### src/rtl/uart_job_loader.sv
// Command/framing engine between a byte UART and a hashing core: loads a checksummed job,
// launches the core and streams back status plus nonce. One response byte in flight at a time.
module uart_job_loader #(
  parameter int JOB_BYTES      = 84,
  parameter int NONCE_BYTES    = 4,
  parameter int TIMEOUT_CYCLES = 1_000_000
) (
  input  logic                     clk,
  input  logic                     rstn,
  input  logic                     rx_valid,
  input  logic [7:0]               rx_data,
  output logic                     rx_ready,
  output logic                     tx_valid,
  output logic [7:0]               tx_data,
  input  logic                     tx_ready,
  output logic [JOB_BYTES*8-1:0]   job_data,
  output logic                     job_valid,
  output logic                     core_rst,
  input  logic                     core_done,
  input  logic                     core_found,
  input  logic [NONCE_BYTES*8-1:0] core_nonce,
  output logic                     busy
);

  localparam int CW = $clog2(JOB_BYTES + 1);
  localparam int TW = (TIMEOUT_CYCLES > 0) ? $clog2(TIMEOUT_CYCLES + 1) : 1;
  localparam int NW = $clog2(NONCE_BYTES + 1);

  localparam logic [7:0] CH_H = 8'h48;
  localparam logic [7:0] CH_R = 8'h52;
  localparam logic [7:0] CH_J = 8'h4A;

  typedef enum logic [2:0] {IDLE, READY, LOAD, CHECK, HASH, SEND} state_t;

  state_t                   state;
  logic [CW-1:0]            byte_cnt;
  logic [TW-1:0]            idle_cnt;
  logic [NW-1:0]            send_idx;
  logic [7:0]               xor_q;
  logic                     done_q;
  logic                     found_q;
  logic [NONCE_BYTES*8-1:0] nonce_q;
  logic [7:0]               nonce_byte;
  logic                     rx_acc;
  logic                     timeout_hit;

  assign rx_ready    = !tx_valid && (state != SEND);
  assign busy        = (state == LOAD) || (state == CHECK) || (state == HASH) || (state == SEND);
  assign rx_acc      = rx_valid && rx_ready;
  assign timeout_hit = (TIMEOUT_CYCLES != 0) && (idle_cnt == TW'(TIMEOUT_CYCLES - 1));

  always_comb begin
    nonce_byte = 8'h00;
    for (int i = 0; i < NONCE_BYTES; i++) begin
      if (send_idx == NW'(i)) nonce_byte = nonce_q[8*i +: 8];
    end
  end

  always_ff @(posedge clk) begin
    if (!rstn) begin
      state     <= IDLE;
      tx_valid  <= 1'b0;
      tx_data   <= 8'h00;
      job_valid <= 1'b0;
      core_rst  <= 1'b1;
      job_data  <= '0;
      byte_cnt  <= '0;
      idle_cnt  <= '0;
      send_idx  <= '0;
      xor_q     <= 8'h00;
      done_q    <= 1'b0;
      found_q   <= 1'b0;
      nonce_q   <= '0;
    end else begin
      job_valid <= 1'b0;
      if (tx_valid && tx_ready && state != SEND) tx_valid <= 1'b0;

      case (state)
        IDLE: begin
          if (rx_acc) begin
            tx_valid <= 1'b1;
            if (rx_data == CH_H) begin
              tx_data  <= "1";
              core_rst <= 1'b0;
              state    <= READY;
            end else if (rx_data == CH_R) begin
              tx_data <= "O";
            end else begin
              tx_data <= "E";
            end
          end
        end

        READY: begin
          // Ends the one-cycle core reset pulse issued when leaving SEND.
          core_rst <= 1'b0;
          if (rx_acc) begin
            if (rx_data == CH_J) begin
              byte_cnt <= '0;
              xor_q    <= 8'h00;
              idle_cnt <= '0;
              state    <= LOAD;
            end else if (rx_data == CH_H) begin
              tx_valid <= 1'b1;
              tx_data  <= "1";
            end else if (rx_data == CH_R) begin
              tx_valid <= 1'b1;
              tx_data  <= "O";
              core_rst <= 1'b1;
              state    <= IDLE;
            end else begin
              tx_valid <= 1'b1;
              tx_data  <= "E";
            end
          end
        end

        LOAD: begin
          if (rx_acc) begin
            for (int i = 0; i < JOB_BYTES; i++) begin
              if (byte_cnt == CW'(i)) job_data[8*i +: 8] <= rx_data;
            end
            xor_q    <= xor_q ^ rx_data;
            idle_cnt <= '0;
            if (byte_cnt != CW'(JOB_BYTES)) byte_cnt <= byte_cnt + CW'(1);
            if (byte_cnt == CW'(JOB_BYTES - 1)) state <= CHECK;
          end else if (timeout_hit) begin
            tx_valid <= 1'b1;
            tx_data  <= "T";
            state    <= READY;
          end else if (idle_cnt != {TW{1'b1}}) begin
            idle_cnt <= idle_cnt + TW'(1);
          end
        end

        CHECK: begin
          if (rx_acc) begin
            tx_valid <= 1'b1;
            idle_cnt <= '0;
            if (rx_data == xor_q) begin
              tx_data   <= "S";
              job_valid <= 1'b1;
              done_q    <= 1'b0;
              state     <= HASH;
            end else begin
              tx_data <= "C";
              state   <= READY;
            end
          end else if (timeout_hit) begin
            tx_valid <= 1'b1;
            tx_data  <= "T";
            state    <= READY;
          end else if (idle_cnt != {TW{1'b1}}) begin
            idle_cnt <= idle_cnt + TW'(1);
          end
        end

        HASH: begin
          // Abort takes priority over a completion arriving in the same cycle.
          if (rx_acc && rx_data == CH_R) begin
            tx_valid <= 1'b1;
            tx_data  <= "A";
            core_rst <= 1'b1;
            done_q   <= 1'b0;
            state    <= IDLE;
          end else begin
            if (core_done && !done_q) begin
              done_q  <= 1'b1;
              found_q <= core_found;
              nonce_q <= core_nonce;
            end
            if (rx_acc) begin
              tx_valid <= 1'b1;
              tx_data  <= "B";
            end else if (done_q && !tx_valid) begin
              tx_valid <= 1'b1;
              tx_data  <= found_q ? "Y" : "N";
              send_idx <= '0;
              state    <= SEND;
            end
          end
        end

        SEND: begin
          if (tx_valid && tx_ready) begin
            if (found_q && send_idx != NW'(NONCE_BYTES)) begin
              tx_data  <= nonce_byte;
              send_idx <= send_idx + NW'(1);
            end else begin
              tx_valid <= 1'b0;
              core_rst <= 1'b1;
              done_q   <= 1'b0;
              state    <= READY;
            end
          end
        end

        default: state <= IDLE;
      endcase
    end
  end

endmodule
### config.mk
export PLATFORM = sky130hd
export DESIGN_NAME = uart_job_loader
export DESIGN_NICKNAME = d
export VERILOG_FILES = /design/src/rtl/uart_job_loader.sv
export SDC_FILE = /design/constraint.sdc
export NUM_CORES = 2
export LEC_CHECK = 0
export CAP_MARGIN = 15
export CORE_AREA = 2 2 287 289
export DETAILED_ROUTE_END_ITERATION = 16
export DIE_AREA = 0 0 289 291
export SKIP_CTS_REPAIR_TIMING = 1
export SLEW_MARGIN = 40
export SYNTH_ARGS = -nofsm -noshare
export SYNTH_HDL_FRONTEND = slang
export SYNTH_SLANG_ARGS = --single-unit
export TNS_END_PERCENT = 30
### constraint.sdc
create_clock -name clk -period 2.97 [get_ports clk]
set_clock_uncertainty 0.1 [all_clocks]
set_input_delay 0.4455 -clock clk [delete_from_list [all_inputs] [get_ports clk]]
set_output_delay 0.4455 -clock clk [all_outputs]
set_load 0.02 [all_outputs]
==> impl_results.md <==
* Outcome: complete, no violations
* Worst vdd ir at 0.467 mV
* Drc violations at 0
* Skew-Pair Late Insertion Delay at 640 ps
* Layout cells sized above 1 at 0.0788
* Routed Antenna Nets at 0
* Commonest non-fill, non-tap cell in the layout: dfxtp_1
* Remaining global-route overflow at 0
* Crit start category: register
* Via density at 5.19
* Seq/Total Area, Yosys at 0.519
* Chip height at 291 µm
* Clock Tree Root: clkbuf_16
* Dominant synthesized flop cell: dfxtp_1
* Cell area after synthesis at 0.0292 mm²
* Clock sink total at 758
* First-pass DRT Iterations at 6
* Core area at 0.0812 mm²
* WP data required at 2420 ps
* RSZ-0062 raised after global routing: no
* Synth Net Count at 3,486
* Initial core utilization at 0.360
* Inserted Clock Buffers at 85
* Die area at 0.0841 mm²
* Pin count of the biggest net entering global routing at 159
* Arr. time, crit path at 2280 ps
* Commonest cells after routing, fill and taps aside: dfxtp_1 (758), clkdlybuf4s50_1 (721), nand2_1 (536), a21oi_1 (465), nand3_1 (402)
* Worst Hold End: job_data[125]$_SDFFE_PN0P_
* Overall routing resource usage at 0.262
* Layout Nets at 4,139
* Crit share post-route at 0.952
* Max Freq at 354 MHz
* Wire per inst at 22.0 µm
* FF+latch count, synth at 758
* # IOs at 731
* First-pass GRT wire length at 168 mm
* Area Growth Syn to Fin at 40.5%
* Delay-heaviest family, CP: buffers and inverters
* Slowest Stage Delay on Critical Path at 670 ps
* Pwr Total at 21.9 mW
* Gpl congestion at 0.855
* Final min period at 2830 ps
* Worst-path maximum fanout at 16
* Setup crit end kind: output port
* Top cell type's share of synthesized area at 0.519
* Routed via count at 27.1k
* Dpl hpwl at 76.9 mm
* CTS clock-pin slew for the worst setup and hold paths at 60 ps
* Final design utilization at 0.506
* WP depth at 4
* Slew Viols, Final at 0
* Hold Crit Depth at 4
* Critical path class: reg2out
* Yosys top cell by area: dfxtp_1
* Critical path buffers and inverters at 2
* Setup violators final at 0
* DRT iter0 DRCs at 1,972
* Yosys cell types at 67
* Crit path cell chain: buf_4 > and3b_1 > nor2_1 > clkdlybuf4s50_1
* Synth top area cells: dfxtp_1 (52%), mux2i_1 (10%), a21oi_1 (8.0%), nand3_1 (6.9%), nand2_1 (6.9%)
* Slew HR at 0.460
* Filler cell count at 7,752
* Pwr dens at 534 mW/mm²
* Reg-to-Reg Start: byte_cnt[4]$_SDFFE_PN0P_
* DIE WIDTH at 289 µm
* Hold/Removal Path Class: in2reg
* I/O Buffers at 730
* Post-synth EDFFs at 0
* H-tree Lvls at 3
* Clk buf depth at 3
* Drt total wl at 115 mm
* FF-to-FF setup slack at 380 ps
* LEAKAGE at 13.5 nW
* RR Endpoint: job_data[445]$_SDFFE_PN0P_
* Post-Synthesis Cells at 3,430
* Worst R2R Path Depth at 7
* Synth warnings at 0
* Vias in the first global route at 25.5k
* Post-synth ARST share at 0
* Slew at the pin closest to its max-slew limit at 811 ps
* Average size of a mapped cell at 8.53 µm²
* Initial antenna violation count at 3
* Max stage delay cell, worst path: clkdlybuf4s50_1
* Hold path start: rx_data[5]
* Final hold vios at 0
* CTS tree: yes
* Num rows at 105
* Max-cap violation count at 0
through the flow:
| stage | setup TNS, ps | std cells | area, µm² | worst slack (ps) | hold WS [ps] |
|---|---|---|---|---|---|
| floorplan | 0 | 3430 | 29200 | 409 | 332 |
| global placement | 0 | 5065 | 38100 | 4.78 | 340 |
| detailed placement | 0 | 5065 | 38100 | 45.7 | 345 |
| CTS | -30.9 | 5218 | 41100 | -30.9 | 133 |
| global route | 0 | 5220 | 41100 | 45.5 | 166 |
| finish | 0 | 5221 | 41100 | 142 | 176 |
state kept, by name, summed over array words and instances (netlist names):
| signal | count |
|---|---|
| job_data | 672 |
| send_idx | 3 |
| nonce_q | 32 |
| core_rst | 1 |
| tx_valid | 1 |
| state | 3 |
| tx_data | 8 |
| found_q | 1 |
| xor_q | 8 |
| job_valid | 1 |
| byte_cnt | 7 |
| idle_cnt | 20 |
| done_q | 1 |
worst max path at each step:
stage | start | to | slack [ps]
floorplan | rx_data[2] | idle_cnt[14]$_SDFFE_PN0P_ | 410
global placement | rx_valid | job_data[442]$_SDFFE_PN0P_ | 5
detailed placement | rx_valid | job_data[441]$_SDFFE_PN0P_ | 50
CTS | state[2]$_SDFFE_PN0P_ | busy | -30
global route | state[1]$_SDFFE_PN0P_ | rx_ready | 50
finish | state[1]$_SDFFE_PN0P_ | rx_ready | 140
cells by family after synthesis:
logic type      share of synthesized area
simple gates                        0.220
flops                               0.519
compound gates                      0.108
buf+inv                            0.0440
mux                                 0.102
fa+ha+maj                         0.00428
xor+xnor                          0.00270
synth_stat cells (4+ instances only):
cell and n:
or4_1 10, nor3_1 9, and4_1 5, buf_2 24, clkbuf_1 270, o31ai_1 10, xnor2_1 8, o21ai_0 29
and3b_1 4, a311oi_1 4, nand2b_1 9, mux2i_1 296, nor2_1 339, nand4_1 17, or2_2 9, inv_1 22
nand3b_1 19, dfxtp_1 758, nand3_1 402, a21o_1 4, a221oi_1 6, ha_1 10, buf_1 15, or3_1 12
nand2_1 536, a31oi_1 9, nor2b_1 26, a211oi_1 8, and2_1 14, a21oi_1 465, o21a_1 7, and3_1 8
nor4_1 8, a211o_1 4
area by class of cell:
class	instances	area, µm²	area share
flip-flops and latches	758	15200	0.369
multi-input cells	2339	12800	0.312
repair buffers	876	8660	0.211
clock buffers	117	2460	0.0599
well taps	1070	1340	0.0326
clock inverters	36	520	0.0127
inverters	23	93.8	0.00228
diodes	2	5.00	0.000122
power by group:
part	total, mW	leakage (nW)	internal, mW	switching [mW]
combinational	0.663	5.92	0.163	0.500
clock	11.1	1.47	6.55	4.54
sequential	10.2	6.10	10.2	0.0103
total	21.9	13.5	16.9	5.05
worst register-to-register path, stage by stage, from the launching register on:
cell and delay, ps:
dfxtp_1 490, nand3b_1 360, or3_1 470, buf_4 210, nor2b_1 350, buf_4 250, mux2i_1 190, nor2_1 50
metal layers:
| layer | part of all wire | global-route usage | wire length, µm | vias up |
|---|---|---|---|---|
| met2 | 0.45 | 0.408 | 51800 | 1040 |
| li1 | - | - | - | 12997 |
| met1 | 0.41 | 0.332 | 47600 | 12841 |
| met4 | 0.051 | 0.128 | 5840 | 2 |
| met5 | 0.00010 | 0 | 12 | - |
| met3 | 0.086 | 0.0747 | 9880 | 218 |
Power figures use the tool's default switching activity.
